## config.mk

```make
export PLATFORM = sky130hd
export DESIGN_NAME = fifo1_enq_arbiter
export DESIGN_NICKNAME = d
export VERILOG_FILES = /design/src/rtl/fifo1_enq_arbiter.sv
export SDC_FILE = /design/constraint.sdc
export NUM_CORES = 1
export LEC_CHECK = 0
export BUFFER_PORTS_ARGS = -buffer_cell sky130_fd_sc_hd__buf_2
export CAP_MARGIN = 5
export CORE_ASPECT_RATIO = 1.1
export CORE_UTILIZATION = 39
export CTS_CLUSTER_DIAMETER = 60
export CTS_CLUSTER_SIZE = 25
export DETAILED_ROUTE_END_ITERATION = 8
export PLACE_DENSITY = 0.93
export SLEW_MARGIN = 5
export SYNTH_ARGS = -nofsm -noshare
export SYNTH_HDL_FRONTEND = slang
export SYNTH_HIERARCHICAL = 1
export SYNTH_SLANG_ARGS = --single-unit
export TNS_END_PERCENT = 100
```

## constraint.sdc

```tcl
create_clock -name CLK -period 3.6 [get_ports CLK]
set_clock_uncertainty 0.1 [all_clocks]
set_input_delay 0.72 -clock CLK [delete_from_list [all_inputs] [get_ports CLK]]
set_output_delay 0.72 -clock CLK [all_outputs]
set_load 0.01 [all_outputs]
```

## src/rtl/fifo1_enq_arbiter.sv

```systemverilog
// -----------------------------------------------------------------------------
// fifo1_enq_arbiter
//   Round-robin arbiter that shares the enq method of one single-entry FIFO
//   (Fifo1) among NREQ requesters. A grant may be held for up to MAXBURST
//   consecutive enqueues so that a burst from one source stays contiguous in
//   the FIFO stream. All method outputs are combinational from registered
//   state and the current inputs (zero latency), so RDY and the forwarded ENA
//   always agree within a cycle.
//
// Ports
//   CLK           clock, all state on posedge
//   nRST          synchronous reset, active low
//   req_pend      [NREQ]      requester i wants to enqueue (level)
//   req_enq__ENA  [NREQ]      requester i fires enq (legal only with its RDY)
//   req_enq_v     [NREQ*DW]   payload, requester i at [i*DW +: DW]
//   req_enq__RDY  [NREQ]      requester i may fire this cycle
//   enq__RDY      FIFO not full
//   enq__ENA      FIFO enq fire
//   enq_v         [DW]        FIFO enq payload
//   owner         [IW]        index of current / last grant holder
//   busy          1 while a burst grant is held (HOLD)
// -----------------------------------------------------------------------------
module fifo1_enq_arbiter #(
    parameter int NREQ     = 4,
    parameter int DW       = 32,
    parameter int MAXBURST = 4,
    localparam int IW      = (NREQ > 1) ? $clog2(NREQ) : 1
) (
    input  logic                 CLK,
    input  logic                 nRST,
    input  logic [NREQ-1:0]      req_pend,
    input  logic [NREQ-1:0]      req_enq__ENA,
    input  logic [NREQ*DW-1:0]   req_enq_v,
    output logic [NREQ-1:0]      req_enq__RDY,
    input  logic                 enq__RDY,
    output logic                 enq__ENA,
    output logic [DW-1:0]        enq_v,
    output logic [IW-1:0]        owner,
    output logic                 busy
);

    typedef enum logic [0:0] {
        ARB  = 1'b0,
        HOLD = 1'b1
    } state_t;

    localparam logic [7:0]    MAXB_C   = 8'(MAXBURST);
    localparam logic [IW-1:0] LAST_RST = IW'(NREQ - 1);

    // owner_q doubles as the "last grant" pointer: both are loaded with the
    // granted index on the same event and share the same reset value.
    state_t        state_q, state_d;
    logic [IW-1:0] owner_q, owner_d;
    logic [7:0]    cnt_q,   cnt_d;

    logic [IW-1:0] arb_idx_s;
    logic          arb_found_s;
    logic [IW-1:0] gidx_s;
    logic          gvalid_s;
    logic          fire_s;

    // Rotating-priority search starting at the requester just after owner_q.
    always_comb begin
        int            cand;
        logic [IW-1:0] cand_idx;
        cand        = 0;
        cand_idx    = '0;
        arb_idx_s   = owner_q;
        arb_found_s = 1'b0;
        for (int k = 1; k <= NREQ; k++) begin
            cand = int'(owner_q) + k;
            if (cand >= NREQ) begin
                cand = cand - NREQ;
            end else begin
                cand = cand;
            end
            cand_idx = cand[IW-1:0];
            if (!arb_found_s && req_pend[cand_idx]) begin
                arb_idx_s   = cand_idx;
                arb_found_s = 1'b1;
            end else begin
                arb_found_s = arb_found_s;
            end
        end
    end

    // Grant selection: the burst owner keeps the grant in HOLD, otherwise the
    // search result. Depends only on registered state and req_pend.
    always_comb begin
        gidx_s   = arb_idx_s;
        gvalid_s = arb_found_s;
        if (state_q == HOLD) begin
            gidx_s   = owner_q;
            gvalid_s = req_pend[owner_q];
        end else begin
            gidx_s   = arb_idx_s;
            gvalid_s = arb_found_s;
        end
    end

    // Only the granted requester's ENA can ever reach the FIFO.
    assign fire_s = enq__RDY & req_enq__ENA[gidx_s] & gvalid_s;

    // Per-requester ready: at most one bit set, and only with FIFO space.
    always_comb begin
        req_enq__RDY = '0;
        for (int i = 0; i < NREQ; i++) begin
            req_enq__RDY[i] = enq__RDY & gvalid_s & (gidx_s == IW'(i));
        end
    end

    // Forwarded FIFO method and status outputs.
    always_comb begin
        enq__ENA = fire_s;
        if (gvalid_s) begin
            enq_v = req_enq_v[gidx_s*DW +: DW];
        end else begin
            enq_v = {DW{1'b0}};
        end
        owner = owner_q;
        busy  = (state_q == HOLD);
    end

    // Next-state logic: grant capture, burst counting, early release.
    always_comb begin
        state_d = state_q;
        owner_d = owner_q;
        cnt_d   = cnt_q;
        case (state_q)
            ARB: begin
                if (fire_s) begin
                    owner_d = gidx_s;
                    cnt_d   = 8'd1;
                    state_d = (MAXBURST > 1) ? HOLD : ARB;
                end else begin
                    state_d = ARB;
                end
            end
            HOLD: begin
                // Owner dropping its request releases the grant even mid-burst.
                if (!req_pend[owner_q]) begin
                    state_d = ARB;
                    cnt_d   = 8'd0;
                end else if (fire_s) begin
                    cnt_d = cnt_q + 8'd1;
                    if (cnt_d == MAXB_C) begin
                        state_d = ARB;
                    end else begin
                        state_d = HOLD;
                    end
                end else begin
                    // FIFO full: keep the grant and the count.
                    state_d = HOLD;
                end
            end
            default: begin
                state_d = ARB;
                cnt_d   = 8'd0;
            end
        endcase
    end

    // State register with synchronous active-low reset.
    always_ff @(posedge CLK) begin
        if (!nRST) begin
            state_q <= ARB;
            owner_q <= LAST_RST;
            cnt_q   <= 8'd0;
        end else begin
            state_q <= state_d;
            owner_q <= owner_d;
            cnt_q   <= cnt_d;
        end
    end

    fifo1_enq_arbiter_chk #(
        .NREQ (NREQ)
    ) u_chk (
        .CLK          (CLK),
        .nRST         (nRST),
        .req_enq__ENA (req_enq__ENA),
        .req_enq__RDY (req_enq__RDY)
    );

endmodule

// -----------------------------------------------------------------------------
// fifo1_enq_arbiter_chk
//   Protocol checker: a requester must never fire enq without its RDY.
// Ports
//   CLK, nRST      clock and synchronous active-low reset
//   req_enq__ENA   per-requester enq fire
//   req_enq__RDY   per-requester enq ready
// -----------------------------------------------------------------------------
module fifo1_enq_arbiter_chk #(
    parameter int NREQ = 4
) (
    input logic            CLK,
    input logic            nRST,
    input logic [NREQ-1:0] req_enq__ENA,
    input logic [NREQ-1:0] req_enq__RDY
);

    // ENA without RDY is ignored by the arbiter but flagged here.
    ena_needs_rdy_a : assert property (
        @(posedge CLK) disable iff (!nRST)
        ((req_enq__ENA & ~req_enq__RDY) == '0)
    ) else $error("fifo1_enq_arbiter: req_enq__ENA asserted without req_enq__RDY");

endmodule

```

After elaboration in Yosys (flattened, before gate mapping):

Cells that the tools add are included.

* input port bits: 139
* output and inout bits: 40
* word-level logic and storage cells: 82
* register bits: 11

* reduce and logical (&&, ||, !) cells: 9
* shifts and indexed selects: 1
* equality and inequality tests: 6
* $lt $le $gt $ge: 10
* add/subtract/negate cells: 9
* multiplexer cells: 36
* bitwise logic cells: 8

Operators by type and width (number)
* $shiftx A128 B8 Y32: 1
* $mux W32: 1
* $mux W8: 3
* $lt A2 B3 Y1 const B: 6
* $mux W2: 9
* $pmux W8 S2: 1
* $mux W1: 15
* $bmux W1 S2: 6
* $ge A3 B3 Y1 const B: 3
* $add A8 B1 Y8 const B: 1
* $eq A8 B3 Y1 const B: 1
* $sub A2 B1 Y2 const B: 4
* $and A1 B1 Y1: 7
* $add A2 B2 Y3 const B: 2
* $add A2 B3 Y4 const B: 1
* $eq A2 B2 Y1 const B: 2
* $ge A4 B3 Y1 const B: 1
* $reduce_and A2 Y1: 2
* $add A2 B1 Y3 const B: 1
* $logic_and A1 B1 Y1: 3
* $logic_not A1 Y1: 3
* $ne A3 B3 Y1 const B: 1
* $eq A2 B1 Y1 const B: 1
* $logic_not A2 Y1: 1
* 3 further kinds: 3

Logic depth before layout (Yosys ltp):

* depth after elaboration: 23
* gate-level depth with buffers: 10
* mapped depth without buffers: 8

Worst setup path after synthesis:

OpenSTA, ideal clock, no wires.

* kind: input to output
* start: input port req_pend[1]
* end: output port enq_v[10]
* buffers on the path: 3
* arrival time: 2533 ps
* path slack: 247 ps
* required time: 2780 ps
* cell stages on the path: 9
* cell sequence: clkbuf_1 and3b_1 o21a_1 nor3_2 a21oi_2 buf_6 buf_8 mux4_2 nor2b_1

* word-level cells in the longest chain between the ends: 15
* elaborated cells between the ends (all ways): 28
* classes of those cells: 1 x shift; 21 x mux; 6 x reduce/logical

Ends and longest elaborated chain
* start: declaration: RTL line 31 `input logic [NREQ-1:0] req_pend,`
* $bmux W1 S2: RTL line 78 `if (!arb_found_s && req_pend[cand_idx]) begin`
* $mux W1 (implied by the code): RTL line 78
* $mux W1: RTL line 78
* $logic_not A1 Y1: RTL line 78
* $logic_and A1 B1 Y1: RTL line 78
* $mux W1: RTL line 78
* $logic_not A1 Y1: RTL line 78
* $logic_and A1 B1 Y1: RTL line 78
* $mux W1: RTL line 78
* $logic_not A1 Y1: RTL line 78
* $logic_and A1 B1 Y1: RTL line 78
* $mux W2: RTL line 78
* $mux W2: RTL line 92 `if (state_q == HOLD) begin`
* $shiftx A128 B8 Y32: RTL line 116 `enq_v = req_enq_v[gidx_s*DW +: DW];`
* $mux W32 (*): RTL line 115 `if (gvalid_s) begin`
* end: declaration: RTL line 37 `output logic [DW-1:0] enq_v,`

Every way passes the cells marked *; elsewhere a longest branch is shown, timed or not. The select of a mux whose other input is x is not followed.

Worst setup path in the final report:

* start: input port req_pend[0]
* end: output port enq_v[23]

The elaborated chain is that of the path after synthesis.

==> flow_metrics.py <==
metrics = {
    "clock_network": {
        "cts_tree": "built",
        "clockBufferDepth": 2,
        "clkTransAtPathRegs_ns": 0.05,
        "numCtsBuffers": 3,
        "cts_root_buf": "clkbuf_8",
        "htreeDepth": 1,
        "insertion_delay_ns": 0.24,
        "cts_sinks": 11,
    },
    "placement": {
        "place_congestion": 0.962,
        "pre_cts_ws_ns": -0.117,
        "portBuffers": 178,
        "place_inst": 441,
        "dp_hpwl_mm": 6.99,
    },
    "timing": {
        "fmax_mhz": 284,
        "period_minus_slack_ns": 3.52,
        "finalSetupViolations": 0,
        "tns_ns": 0,
        "finalCritPeriodShare_pct": 97.8,
        "hold_viol_final": 0,
        "max_slew_margin_pct": 63.2,
        "fin_ws_ns": 0.0790,
        "tightest_slew_ns": 0.552,
        "drv_slew": 0,
    },
    "logic_synthesis": {
        "yosys.area.top_type": "mux4_2",
        "synthMuxAreaShare_pct": 37.8,
        "syn_avg_cell_area_sq_um": 9.70,
        "syn_area_sq_um": 2050,
        "ys_seq_elements": 11,
        "async_flop_share_pct": 0,
        "synth_top_family_by_area": "multiplexers",
        "synth-simple-area-share_pct": 26.0,
        "syn_nets": 352,
        "synth_area_leaders": "mux4_2 36%, nor2b_1 11%, dfxtp_1 11%",
        "yosys.area_share.adder_pct": 1.22,
        "yosysTopAreaCellShare_pct": 36.3,
        "synth_xor_area_share_pct": 0.856,
        "synth_seq_area_share_pct": 10.8,
        "synth_edf_count": 0,
        "ys_warn_count": 6,
        "synth_flop_cell": "dfxtp_1",
        "ys_types": 51,
        "netlist_instances": 211,
        "synth-compound-area-share_pct": 16.3,
    },
    "power_and_ir_drop": {
        "ir_drop_mv": 0.327,
        "powerDensity_nw_per_um2": 801,
        "p_leak_nw": 1.53,
        "total_power_mw": 2.53,
    },
    "grt": {
        "grt_pass1_vias": 2545,
        "grtUsageMet3_pct": 5.97,
        "top_usage_layer": "met2",
        "gr-usage-met2_pct": 55.9,
        "grt_max_degree": 33,
        "grt_pass1_wl_mm": 12.6,
        "grt_remaining_overflow": 0,
        "track_usage_pct": 29.8,
        "antenna_found_initial": 1,
        "use_met1_pct": 33.7,
    },
    "setup_path": {
        "cp-end-kind": "output pin",
        "crit_family": "buffers and inverters",
        "critPathKind": "primary input to output pin",
        "critical-path-max-stage-delay_ns": 0.49,
        "crit_required_ns": 2.78,
        "crit_buf_inv": 4,
        "rr_worst_depth": 9,
        "worstPathArrival_ns": 2.70,
        "crit_cells": 10,
        "worstPathMaxFanout": 13,
        "worst_setup_path_start_kind": "primary input",
        "cp_slowest_cell": "mux4_2",
        "crit_chain": "buf_2, nor2b_1, o2bb2ai_1, a21oi_1, a21oi_4, buf_12, clkbuf_16, mux4_2, nor2b_1, buf_2",
    },
    "die": {
        "core.rowCount": 27,
        "die_area_sq_um": 5540,
        "initial_core_util_pct": 40.6,
        "core-area_sq_um": 5030,
        "chipHeight_microns": 78.0,
        "pin_count": 179,
        "die_x_microns": 71.1,
    },
    "layout": {
        "syn2layout_area_growth_pct": 54.4,
        "fin_cells": 449,
        "final_cell_mix": "178 x buf_2, 36 x nor2b_1, 33 x mux4_2",
        "diodes": 0,
        "final_layout_size_suffix_gt1_share_pct": 62.1,
        "layout_commonest_cell": "buf_2",
        "fin_nets": 533,
    },
    "status": {
        "outcome": "finished with violations",
        "violations": "DRC",
    },
    "route": {
        "routed_wl_mm": 8.62,
        "route.detailed.drc": 14,
        "routedWlPerCell_microns": 19.2,
        "viasPerCell": 5.72,
        "drt_iter0_markers": 141,
        "dr.pass1.iters": 6,
        "via_count": 2569,
        "antenna_left": 0,
    },
    "min_path": {
        "hold_depth": 1,
        "min-delay-path-class": "register to register",
    },
    "flow_run": {
        "maxCapViolCount": 0,
    },
}
-- worst paths after layout --
| path | startpoint | endpoint | slack [ns] |
|---|---|---|---|
| max | req_pend[0] | enq_v[23] | 0.08 |
| min | cnt_q[4] | cnt_q[4] | 0.45 |
| max reg2reg | owner[0] | cnt_q[3] | 0.85 |
| min reg2reg | cnt_q[4] | cnt_q[4] | 0.45 |
-- per-layer routing --
metal	routed length (microns)	vias up	share of wire (%)
li1	-	1188	-
met1	3270	1247	38
met2	4540	117	53
met3	604	17	7.0
met4	199	0	2.3
met5	0	-	0
-- Yosys cell counts, types with 2 or more instances --
library cell,number
a211o_1,5
a211oi_1,2
a21o_1,2
a21oi_1,4
a31oi_1,4
a32oi_1,3
and2_1,3
and3_1,2
and3b_1,3
buf_2,7
buf_6,2
buf_8,2
clkbuf_1,6
dfxtp_1,11
ha_1,2
inv_1,6
mux2i_1,3
mux4_2,33
nand2_1,8
nand2b_1,4
nand3_1,4
nand4_1,3
nor2_1,9
nor2b_1,36
nor3_1,10
nor3b_1,3
nor4_1,2
o21ai_0,3
o21ai_1,3
o21ba_2,2
o2bb2ai_1,2
o31ai_1,2
xnor2_1,2
-- sequential cells by signal, summed over array words and instances, names as in the netlist --
| name | flops |
|---|---|
| busy | 1 |
| cnt_q | 8 |
| owner | 2 |
-- report_power, final --
group          switching, mW  internal, mW
sequential            0.0478         0.142
clock                 0.0487        0.0779
combinational           1.03          1.18
-- per-stage QoR --
step,utilization [%],hold WS [ns],area (sq um)
final,62.8,0.447,3160
after global routing,62.8,0.469,3160
after CTS,61.2,0.442,3080
after detailed placement,59.8,0.426,3010
after global placement,59.8,0.424,3010
after floorplan,-,0.399,2050
-- cells by family after synthesis --
logic type,Yosys count
compound gates,44
simple gates,91
fa+ha+maj,2
buf+inv,25
xor+xnor,2
flops,11
mux,36
-- layout make-up --
type | instances | area (sq um)
flip-flops and latches | 11 | 221
multi-input cells | 176 | 1730
well taps | 58 | 72.6
fillers | 427 | 1870
repair buffers | 193 | 1070
inverters | 7 | 26.3
clock buffers | 4 | 45.0
-- repair_timing --
action                                  4_1_cts  5_1_grt
gates resized for setup                       3        3
pin swaps                                     1        1
hold buffers                                  0        0
cloned                                        1        2
endpoints found under the setup margin       32       32
setup buffers                                 0        1
Note: power is estimated with default switching activity, not from simulation.
